### config.mk
export PLATFORM = sky130hd
export DESIGN_NAME = voice_scheduler
export DESIGN_NICKNAME = d
export VERILOG_FILES = /design/src/rtl/voice_scheduler.sv
export SDC_FILE = /design/constraint.sdc
export NUM_CORES = 1
export LEC_CHECK = 0
export BUFFER_PORTS_ARGS = -buffer_cell sky130_fd_sc_hd__buf_2
export CAP_MARGIN = 20
export CORE_AREA = 4 4 60 62
export CTS_CLUSTER_SIZE = 20
export DETAILED_ROUTE_END_ITERATION = 8
export DIE_AREA = 0 0 64 66
export PLACE_DENSITY = 0.74
export SLEW_MARGIN = 40
export SYNTH_ARGS = -nofsm -noshare
export SYNTH_HDL_FRONTEND = slang
export SYNTH_SLANG_ARGS = --single-unit
### constraint.sdc
create_clock -name clk -period 2.1 [get_ports clk]
set_clock_uncertainty 0.15 [all_clocks]
set_input_delay 0.42 -clock clk [delete_from_list [all_inputs] [get_ports clk]]
set_output_delay 0.42 -clock clk [all_outputs]
set_load 0.02 [all_outputs]
### src/rtl/voice_scheduler.sv
// -----------------------------------------------------------------------------
// voice_scheduler
//
// Sits between a song sequencer and a bank of three synthesiser voices. Each
// note event from the sequencer is handed to one voice: the lowest-numbered
// idle voice if there is one, otherwise a busy voice is evicted in round-robin
// order. A note either releases the sequencer immediately (chord member) or
// holds it for a number of beat ticks before acknowledging.
//
// Ports
//   clk             system clock
//   reset           synchronous, active-high reset
//   play            playback enable; dropping it abandons the current note
//   new_note        one-cycle note event; note/duration/advance valid with it
//   note[5:0]       note code, 0 means rest
//   duration[5:0]   note length in beats
//   advance         1: hold the sequencer for 'duration' beats, 0: release now
//   beat            one-cycle beat tick
//   voice_done[2:0] per-voice one-cycle "note finished" pulse
//   voice_load[2:0] one-hot, one-cycle load strobe to the selected voice
//   voice_note[5:0] note code for the voice being loaded (0 otherwise)
//   voice_duration[5:0] duration for the voice being loaded (0 otherwise)
//   voice_busy[2:0] per-voice occupancy flags
//   note_done       one-cycle acknowledge back to the sequencer
//   stolen          one-cycle pulse when the load evicted a busy voice
//
// Timing
//   new_note in cycle N -> voice_load in N+1 -> note_done in N+2 (advance=0).
//   With advance=1 note_done follows the cycle that registers the
//   duration-th beat of the HOLD phase.
// -----------------------------------------------------------------------------
module voice_scheduler (
  input  logic       clk,
  input  logic       reset,
  input  logic       play,
  input  logic       new_note,
  input  logic [5:0] note,
  input  logic [5:0] duration,
  input  logic       advance,
  input  logic       beat,
  input  logic [2:0] voice_done,
  output logic [2:0] voice_load,
  output logic [5:0] voice_note,
  output logic [5:0] voice_duration,
  output logic [2:0] voice_busy,
  output logic       note_done,
  output logic       stolen
);

  typedef enum logic [1:0] {
    IDLE  = 2'd0,
    ALLOC = 2'd1,
    HOLD  = 2'd2,
    ACK   = 2'd3
  } state_t;

  // ---------------------------------------------------------------------------
  // State
  // ---------------------------------------------------------------------------
  state_t     state;
  state_t     state_d;

  logic [5:0] note_q;       // note code captured with new_note
  logic [5:0] dur_q;        // duration captured with new_note
  logic       adv_q;        // advance flag captured with new_note
  logic [5:0] beat_cnt;     // beats counted in HOLD
  logic [1:0] steal_ptr;    // next voice to evict when all are busy (0..2)

  // Control strobes produced by the next-state logic
  logic       latch_en;
  logic       cnt_clr;
  logic       cnt_inc;
  logic       steal_adv;

  // ---------------------------------------------------------------------------
  // Voice selection
  // ---------------------------------------------------------------------------
  logic       playable;     // latched event actually sounds (not a rest, len>0)
  logic       all_busy;
  logic [2:0] free_onehot;  // lowest-index idle voice
  logic [2:0] steal_onehot; // voice at the steal pointer
  logic [2:0] sel_onehot;
  logic       last_beat;    // this beat completes the held duration

  assign playable = (note_q != 6'd0) && (dur_q != 6'd0);
  assign all_busy = &voice_busy;

  always_comb begin
    // NOTE: every signal written in an always_comb gets a default first, so
    // no path through the block leaves it unassigned and no latch is inferred.
    free_onehot = 3'b000;
    if (!voice_busy[0]) begin
      free_onehot = 3'b001;
    end else if (!voice_busy[1]) begin
      free_onehot = 3'b010;
    end else if (!voice_busy[2]) begin
      free_onehot = 3'b100;
    end
  end

  always_comb begin
    steal_onehot = 3'b001;
    case (steal_ptr)
      2'd1:    steal_onehot = 3'b010;
      2'd2:    steal_onehot = 3'b100;
      default: steal_onehot = 3'b001;
    endcase
  end

  assign sel_onehot = all_busy ? steal_onehot : free_onehot;

  // The beat being registered this cycle is the final one when the count
  // after it equals the latched duration.
  assign last_beat = (6'(beat_cnt + 6'd1) == dur_q);

  // ---------------------------------------------------------------------------
  // Next-state and output logic
  // ---------------------------------------------------------------------------
  always_comb begin
    state_d        = state;
    voice_load     = 3'b000;
    voice_note     = 6'd0;
    voice_duration = 6'd0;
    note_done      = 1'b0;
    stolen         = 1'b0;
    latch_en       = 1'b0;
    cnt_clr        = 1'b0;
    cnt_inc        = 1'b0;
    steal_adv      = 1'b0;

    case (state)
      IDLE: begin
        // Events arriving while playback is stopped are dropped.
        if (new_note && play) begin
          latch_en = 1'b1;
          state_d  = ALLOC;
        end
      end

      ALLOC: begin
        if (!play) begin
          // Abandon the event before anything reaches a voice.
          state_d = IDLE;
          cnt_clr = 1'b1;
        end else begin
          if (playable) begin
            voice_load     = sel_onehot;
            voice_note     = note_q;
            voice_duration = dur_q;
            if (all_busy) begin
              stolen    = 1'b1;
              steal_adv = 1'b1;
            end
          end
          // A zero-length event has nothing to wait for, even if it asks to
          // hold the sequencer. The beat counter starts clean so a beat in
          // this cycle is never counted.
          if (!adv_q || (dur_q == 6'd0)) begin
            state_d = ACK;
          end else begin
            state_d = HOLD;
            cnt_clr = 1'b1;
          end
        end
      end

      HOLD: begin
        if (!play) begin
          state_d = IDLE;
          cnt_clr = 1'b1;
        end else if (beat) begin
          cnt_inc = 1'b1;
          if (last_beat) begin
            state_d = ACK;
          end
        end
      end

      ACK: begin
        note_done = 1'b1;
        state_d   = IDLE;
      end

      default: begin
        state_d = IDLE;
      end
    endcase

    // Reset overrides every strobe in the cycle it is asserted, so nothing
    // leaks out of a state that is about to be discarded.
    if (reset) begin
      voice_load     = 3'b000;
      voice_note     = 6'd0;
      voice_duration = 6'd0;
      note_done      = 1'b0;
      stolen         = 1'b0;
    end
  end

  // ---------------------------------------------------------------------------
  // Registers
  // ---------------------------------------------------------------------------
  // NOTE: all state is updated with non-blocking assignments so every register
  // samples the pre-edge values regardless of statement order.
  always_ff @(posedge clk) begin
    if (reset) begin
      // NOTE: the latched note fields are ordinary control registers, not a
      // memory array, so clearing them on reset is cheap and keeps voice_note
      // and voice_duration deterministic from the first cycle.
      state      <= IDLE;
      note_q     <= 6'd0;
      dur_q      <= 6'd0;
      adv_q      <= 1'b0;
      beat_cnt   <= 6'd0;
      steal_ptr  <= 2'd0;
      voice_busy <= 3'b000;
    end else begin
      state <= state_d;

      if (latch_en) begin
        note_q <= note;
        dur_q  <= duration;
        adv_q  <= advance;
      end

      if (cnt_clr) begin
        beat_cnt <= 6'd0;
      end else if (cnt_inc) begin
        beat_cnt <= 6'(beat_cnt + 6'd1);
      end

      // Round-robin eviction order 0 -> 1 -> 2 -> 0; only a steal moves it.
      if (steal_adv) begin
        steal_ptr <= (steal_ptr == 2'd2) ? 2'd0 : 2'(steal_ptr + 2'd1);
      end

      // A load in the same cycle as a done on that voice wins: the voice has
      // just been given a new note and is occupied again. Playback state has
      // no effect here; voices finish on their own.
      voice_busy <= (voice_busy & ~voice_done) | voice_load;
    end
  end

endmodule
==> out/qor.tcl, run 1 <==
set qor(outcome) {complete, but fails checks}
set qor(failing_checks) {setup timing}
set qor(report.final.hold_viol_count) 0
set qor(hold_buffers) 0
set qor(finalWorstPathRequiredPeriod_ns) 2.26
set qor(ys.warnings.count) 0
set qor(antennaDiodeCount) 0
set qor(cts-buffers-inserted) 3
set qor(max-cap-violations) 0
set qor(drc_errors) 0
set qor(n_fill_cell) 235
set qor(synth_seq_cells) 26
set qor(io_pins) 41
set qor(post-route-period-util_pct) 108
set qor(worst_hold_path_type) {primary input to register}
set qor(worstSetupEndpointType) {primary output}
set qor(combinational_family_with_the_most_area_after_synthesis) {simple AND/OR/NAND/NOR gates}
set qor(startpoint_type) {register}
set qor(synth_compound_area_share_pct) 14.5
set qor(detail_route.vias_per_cell) 5.20
set qor(grt.overflow.total) 0
set qor(post_drt_wl_per_cell_um) 14.6
set qor(yosys.cell_types.count) 36
set qor(synthDominantAreaCellType) {sky130_fd_sc_hd__dfxtp_1}
set qor(synth.area.mux_share_pct) 2.70
set qor(globalRouteTotalUtil_pct) 20.3
set qor(critPathKind) {register to primary output}
set qor(multi_input_area_um2) 1070
set qor(report.final.setup_viol) 16
set qor(synth_xor_xnor_area_share_pct) 7.08
set qor(num_vias) 1472
set qor(syn-instance-count) 185
set qor(nNetsFinal) 271
set qor(grt_first_pass_wirelength_mm) 6.87
set qor(synth_top_area_share_pct) 35.1
set qor(cts_num_sinks) 26
set qor(grt_setup_unrepaired) {yes}
set qor(syn_avg_cell_area_um2) 8.02
set qor(syn_to_final_growth_pct) 45.5
set qor(floorplan.initialDensity_pct) 49.0
set qor(syn-num-nets) 216
set qor(dieHeight_um) 66
set qor(clock_tree.buffer_depth) 2
set qor(p_total_uw) 1170
set qor(placer_s_final_routability_congestion_estimate) 0.828
set qor(critical_path_arrival_ns) 1.69
set qor(power.ir.vdd_worst_v) 0.000327
set qor(drv_slew) 0
set qor(post-route-util_pct) 71.3
set qor(row_count) 20
set qor(grt_pass1_vias) 1482
set qor(worstMarginPinSlew_ns) 0.486
set qor(clk_latency_ns) 0.34
set qor(coreArea_um2) 3030
set qor(max_slew_margin_pct) 67.5
set qor(final_critical_path_setup_slack_ns) -0.159
set qor(die_area_um2) 4220
set qor(timing.critical_path.required_ns) 1.53
set qor(drtAntennaViolNets) 0
set qor(critical_path.max_fanout) 8
set qor(synth_sequential_area_ratio_pct) 35.1
set qor(place.detailed.hpwl_mm) 2.73
set qor(p_per_area_nw_per_um2) 543
set qor(drtIter0Drc) 80
set qor(wl_mm) 4.14
set qor(clock_root_buffer_master) {sky130_fd_sc_hd__clkbuf_4}
set qor(mappedNetlistArea_um2) 1480
set qor(path_clk_slew_ns) 0.14
set qor(proportion_of_layout_cells_with_a_drive_suffix_above_1_pct) 40.6
set qor(grt_antenna_before_repair) 0
set qor(total_leakage_power_uw) 0.000917
set qor(yosys.area_share.adder_pct) 8.43
set qor(cts_tree) {built}
set qor(die_x_um) 64
set qor(grt_max_degree) 25
set qor(synthTopCellsByArea) {sky130_fd_sc_hd__dfxtp_1 (35%), sky130_fd_sc_hd__nand2_1 (8.6%), sky130_fd_sc_hd__ha_1 (8.4%)}
set qor(detailedRoute.firstPassIterationCount) 4
set qor(regArea_um2) 533
set qor(max_clock_freq_mhz) 443
set qor(synth_simple_gate_area_share_pct) 28.7
set qor(cts_htree_levels) 1
set qor(i_o_buffers) 40
==> repair_timing <==
action,in CTS,in global routing
hold endpoints to repair,0,0
pin swaps,14,15
buffers inserted,5,2
setup endpoints to repair,16,18
gates resized for setup,61,12
==> cells in the mapped netlist <==
library cell	number
sky130_fd_sc_hd__nand2b_1	3
sky130_fd_sc_hd__a21o_1	2
sky130_fd_sc_hd__a211oi_1	1
sky130_fd_sc_hd__dfxtp_1	26
sky130_fd_sc_hd__and3_1	5
sky130_fd_sc_hd__a21boi_1	1
sky130_fd_sc_hd__a2111o_1	1
sky130_fd_sc_hd__nor3b_1	1
sky130_fd_sc_hd__nand4_1	2
sky130_fd_sc_hd__a31oi_1	2
sky130_fd_sc_hd__and3_2	1
sky130_fd_sc_hd__o31ai_2	1
sky130_fd_sc_hd__ha_1	10
sky130_fd_sc_hd__and2_1	10
sky130_fd_sc_hd__nor2b_1	1
sky130_fd_sc_hd__o21bai_2	1
sky130_fd_sc_hd__nor2_1	18
sky130_fd_sc_hd__nor3_1	3
sky130_fd_sc_hd__buf_4	1
sky130_fd_sc_hd__nor4_2	2
sky130_fd_sc_hd__or4_1	1
sky130_fd_sc_hd__a211oi_2	1
sky130_fd_sc_hd__o21ai_0	3
sky130_fd_sc_hd__mux2i_1	4
sky130_fd_sc_hd__xnor2_1	9
sky130_fd_sc_hd__o211ai_1	1
sky130_fd_sc_hd__xor2_1	3
sky130_fd_sc_hd__a32oi_1	1
sky130_fd_sc_hd__nand2_1	34
sky130_fd_sc_hd__nand3_1	6
sky130_fd_sc_hd__a21oi_1	15
sky130_fd_sc_hd__inv_1	7
sky130_fd_sc_hd__clkbuf_1	5
sky130_fd_sc_hd__or2_1	1
sky130_fd_sc_hd__o32ai_1	1
sky130_fd_sc_hd__o211a_1	1
==> metal layers <==
layer  vias to the layer above  track usage (%)  part of all wire [%]
met5                         -                0                     0
met4                         0             4.85                  0.60
met3                         3             2.21                   4.3
met2                        41             34.6                    51
met1                       693             27.4                    44
li1                        735                -                     -
==> cells by family after synthesis <==
family                     count (synthesis)
xor gates and xnor gates                  12
AOI/OAI and AO/OA                         32
adders and majority gates                 10
muxes                                      4
and+or+nand+nor                           88
buffers and inverters                     13
DFF                                       26
==> registers in the layout, indices dropped and copies added (netlist names) <==
signal      count
steal_ptr       2
beat_cnt        6
state           2
voice_busy      3
note_q          6
dur_q           6
adv_q           1
==> path summary, 6_finish.rpt <==
| path | slack (ns) | end | depth (start not counted) | from |
|---|---|---|---|---|
| setup reg to reg | 0.14 | beat_cnt[5]$_SDFFE_PP0P_ | 8 | state[0]$_SDFFE_PP0P_ |
| hold reg to reg | 0.34 | note_q[3]$_SDFFE_PP0P_ | 2 | note_q[3]$_SDFFE_PP0P_ |
| hold / removal | 0.11 | voice_busy[2]$_SDFF_PP0_ | 2 | voice_done[2] |
| setup / recovery | -0.16 | voice_duration[1] | 5 | note_q[0]$_SDFFE_PP0P_ |
==> placed cells by master, fill, tap and decap left out, types with 4 or more instances in the layout <==
| cell | count |
|---|---|
| sky130_fd_sc_hd__ha_1 | 8 |
| sky130_fd_sc_hd__buf_6 | 17 |
| sky130_fd_sc_hd__and3_4 | 4 |
| sky130_fd_sc_hd__buf_2 | 24 |
| sky130_fd_sc_hd__dfxtp_1 | 20 |
| sky130_fd_sc_hd__dfxtp_2 | 4 |
| sky130_fd_sc_hd__nand3_1 | 5 |
| sky130_fd_sc_hd__a21oi_1 | 14 |
| sky130_fd_sc_hd__nand2_1 | 31 |
| sky130_fd_sc_hd__inv_1 | 6 |
| sky130_fd_sc_hd__mux2i_1 | 4 |
| sky130_fd_sc_hd__xnor2_1 | 9 |
| sky130_fd_sc_hd__nor2_1 | 16 |
| sky130_fd_sc_hd__and2_4 | 10 |
| sky130_fd_sc_hd__buf_4 | 15 |
==> cell type report <==
type                    count  share of cell area, %
clock inverters             1                   1.39
repair buffers             56                   19.6
well taps                  44                   2.55
clock buffers               3                   1.04
flip-flops and latches     26                   24.7
inverters                   7                   1.22
multi-input cells         146                   49.5
==> power by group <==
part           switching, uW  total (uW)  internal, uW
Sequential              23.8         539           515
Clock                    159         352           193
Combinational            149         282           132
==> worst max-delay path, stage by stage, from the launching register on <==
cell and delay [ns]:
sky130_fd_sc_hd__dfxtp_1 0.37, sky130_fd_sc_hd__nor4_4 0.38, sky130_fd_sc_hd__a211oi_4 0.12, sky130_fd_sc_hd__buf_4 0.19, sky130_fd_sc_hd__and3_4 0.18, sky130_fd_sc_hd__buf_6 0.13
==> metrics by stage <==
stage                     instance area, um2  setup WS, ns  instances  hold slack [ns]  setup TNS (ns)
final                                   2160        -0.159        283            0.110           -2.21
after global routing                    2160        -0.219        283            0.107           -3.06
after CTS                               2100        -0.175        281            0.111           -2.00
after detailed placement                1810        0.0833        273            0.312               0
after global placement                  1810         0.116        273            0.305               0
after floorplan                         1500       0.00205        185            0.295               0
Note: power is estimated with default switching activity, not from simulation.
==> run 2: changes to the inputs <==
- CORE_AREA: 4 4 60 62 -> 4 4 83 85
- DIE_AREA: 0 0 64 66 -> 0 0 87 89
- PLACE_DENSITY: 0.74 -> unset
- SETUP_SLACK_MARGIN: unset -> 0.02
==> run 2 against run 1 <==
The run still ends with setup timing left; wire length fell by 0.53%; register-to-register slack barely moved; clock power rose by 19%; critical endpoint is now voice_note[1]; largest cell class unchanged; highest routed layer unchanged.
==> out/qor.tcl, run 2 (synthesis gave the netlist of run 1 again) <==
set qor(finalHoldWorstSlack_ns) 0.181
set qor(rrSetupSlack_ns) 0.13
set qor(post-route-period-util_pct) 103
set qor(cts-buffers-inserted) 3
set qor(cts_tree) {built}
set qor(cts_htree_levels) 1
set qor(cp_cell_instances) {inv_2 -> ha_4 -> nand2_4 -> a211oi_4 -> buf_4 -> and3_4 -> buf_6}
set qor(report.final.hold_viol_count) 0
set qor(drv_slew) 0
set qor(grt_setup_unrepaired) {yes}
set qor(power.net_switching_uw) 324
set qor(cts_num_sinks) 26
set qor(post-route-util_pct) 35.3
set qor(hold_buffers) 0
set qor(clk_latency_ns) 0.27
set qor(path_clk_slew_ns) 0.09
set qor(crit_path_end) {voice_note[1]}
set qor(worst_path_max_delay_cell) {sky130_fd_sc_hd__dfxtp_2}
set qor(final_common_cell) {sky130_fd_sc_hd__nand2_1}
set qor(failing_checks) {setup timing}
set qor(drtAntennaViolNets) 0
set qor(i_o_buffers) 40
set qor(timing.critical_path.required_ns) 1.53
set qor(dieHeight_um) 89
set qor(antennaDiodeCount) 0
set qor(final_cell_mix) {sky130_fd_sc_hd__nand2_1 (31), sky130_fd_sc_hd__buf_2 (25), sky130_fd_sc_hd__dfxtp_1 (20)}
set qor(timing.rr.end) {state[1]$_SDFFE_PP0P_}
set qor(critPathKind) {register to primary output}
set qor(total_leakage_power_uw) 0.000931
set qor(placer_s_final_routability_congestion_estimate) 0.772
set qor(coreArea_um2) 6200
set qor(globalRouteTotalUtil_pct) 10.7
set qor(worstMarginPinSlew_ns) 0.517
set qor(outcome) {complete, but fails checks}
set qor(pwr-share-seq_pct) 44.1
set qor(grt_pass1_vias) 1438
set qor(use_met1_pct) 13.4
set qor(die_x_um) 87
set qor(row_count) 29
set qor(max_clock_freq_mhz) 463
set qor(num_vias) 1413
set qor(worst_hold_path_type) {primary input to register}
set qor(met3_usage_pct) 1.57
set qor(proportion_of_layout_cells_with_a_drive_suffix_above_1_pct) 40.0
set qor(p_per_area_nw_per_um2) 554
set qor(clock_tree.buffer_depth) 2
set qor(max_slew_margin_pct) 65.4
set qor(final_critical_path_setup_slack_ns) -0.0580
set qor(nNetsFinal) 272
set qor(power.ir.vdd_worst_v) 0.000371
set qor(internal_power_uw) 890
set qor(place.detailed.hpwl_mm) 3.01
set qor(max-cap-violations) 0
set qor(worstSetupEndpointType) {primary output}
set qor(io_pins) 41
set qor(global_route.peak_usage_layer) {met2}
set qor(syn_to_final_growth_pct) 47.7
set qor(reg2regPathDepth) 8
set qor(detailedRoute.firstPassIterationCount) 5
set qor(comb_power_share_pct) 21.3
set qor(wl_mm) 4.12
set qor(critical_path.max_fanout) 8
set qor(clock_root_buffer_master) {sky130_fd_sc_hd__clkbuf_8}
set qor(crit-reg2reg-launch) {state[0]$_SDFFE_PP0P_}
set qor(netSwitchingFraction_pct) 26.7
set qor(grt.overflow.total) 0
set qor(startpoint_type) {register}
set qor(report.final.setup_viol) 10
set qor(grt_max_degree) 25
set qor(floorplan.initialDensity_pct) 23.9
set qor(drtIter0Drc) 43
set qor(critical_path_arrival_ns) 1.59
set qor(die_area_um2) 7740
set qor(largest_registers) {beat_cnt: 6 flops, dur_q: 6 flops, note_q: 6 flops}
set qor(drc_errors) 0
set qor(critPathMaxStageDelay_ns) 0.33
set qor(detail_route.vias_per_cell) 4.46
set qor(worstSetupStartpoint) {state[1]$_SDFFE_PP0P_}
set qor(finalWorstPathRequiredPeriod_ns) 2.16
set qor(grt_antenna_before_repair) 0
set qor(clock_power_share_pct) 34.6
set qor(post_drt_wl_per_cell_um) 13.0
set qor(grt.met2_usage_pct) 19.3
set qor(grt_first_pass_wirelength_mm) 6.59
-- run 2: cell types whose count changed in the layout (fill, tap and decap cells not counted), sizes merged --
cell,previous run,this run
buf,56,57
-- run 2: how the worst min path moves through the flow --
stage | from | to | slack [ns] | cells after the start
floorplan | note_q[4]$_SDFFE_PP0P_ | note_q[4]$_SDFFE_PP0P_ | 0.29 | 2
global route | voice_done[2] | voice_busy[2]$_SDFF_PP0_ | 0.18 | 2
CTS | voice_done[2] | voice_busy[2]$_SDFF_PP0_ | 0.18 | 2
global placement | note_q[4]$_SDFFE_PP0P_ | note_q[4]$_SDFFE_PP0P_ | 0.30 | 2
detailed placement | note_q[4]$_SDFFE_PP0P_ | note_q[4]$_SDFFE_PP0P_ | 0.31 | 2
finish | voice_done[2] | voice_busy[2]$_SDFF_PP0_ | 0.18 | 2
-- run 2: final cells by class --
cell class / instances / area [um2]
flip-flops and latches: 26 / 528
fillers: 634 / 4010
clock inverters: 1 / 30.0
repair buffers: 57 / 422
multi-input cells: 146 / 1050
clock buffers: 3 / 41.3
inverters: 7 / 26.3
well taps: 77 / 96.3
-- run 2: worst max-delay path, delay by kind of cell (launching register included) --
kind / cells / cell delay [ns]
and+or+nand+nor: 2 / 0.26
adders and majority gates: 1 / 0.15
AOI/OAI and AO/OA: 1 / 0.18
buffers and inverters: 3 / 0.38
DFF: 1 / 0.33
-- run 2: power by group through the flow --
stage | clock network (uW) | logic, uW | registers [uW]
4_1_cts | 426 | 233 | 535
5_1_grt | 444 | 289 | 539
2_1_floorplan | 0 | 126 | 540
3_5_place_dp | 0 | 215 | 540
6_report | 420 | 259 | 535
3_3_place_gp | 0 | 213 | 540
-- run 2: repair_timing --
action	CTS	global route
endpoints found under the setup margin	16	18
pin swaps	9	5
buffers inserted	1	1
resized for setup	43	20
-- run 2: per-stage QoR --
| step | setup slack, ns | setup TNS [ns] | area, um2 | instances | total power (uW) |
|---|---|---|---|---|---|
| floorplan | 0.0242 | 0 | 1510 | 185 | 666 |
| global placement | 0.0967 | 0 | 1890 | 311 | 753 |
| detailed placement | 0.0541 | 0 | 1890 | 311 | 755 |
| CTS | -0.0670 | -0.401 | 2110 | 316 | 1190 |
| global route | -0.148 | -1.48 | 2190 | 317 | 1270 |
| finish | -0.0580 | -0.327 | 2190 | 317 | 1210 |
-- run 2: per-layer routing --
layer	vias to the layer above	wire [um]
met5	-	0
met4	0	35
met1	646	1790
met3	4	145
li1	734	-
met2	29	2150
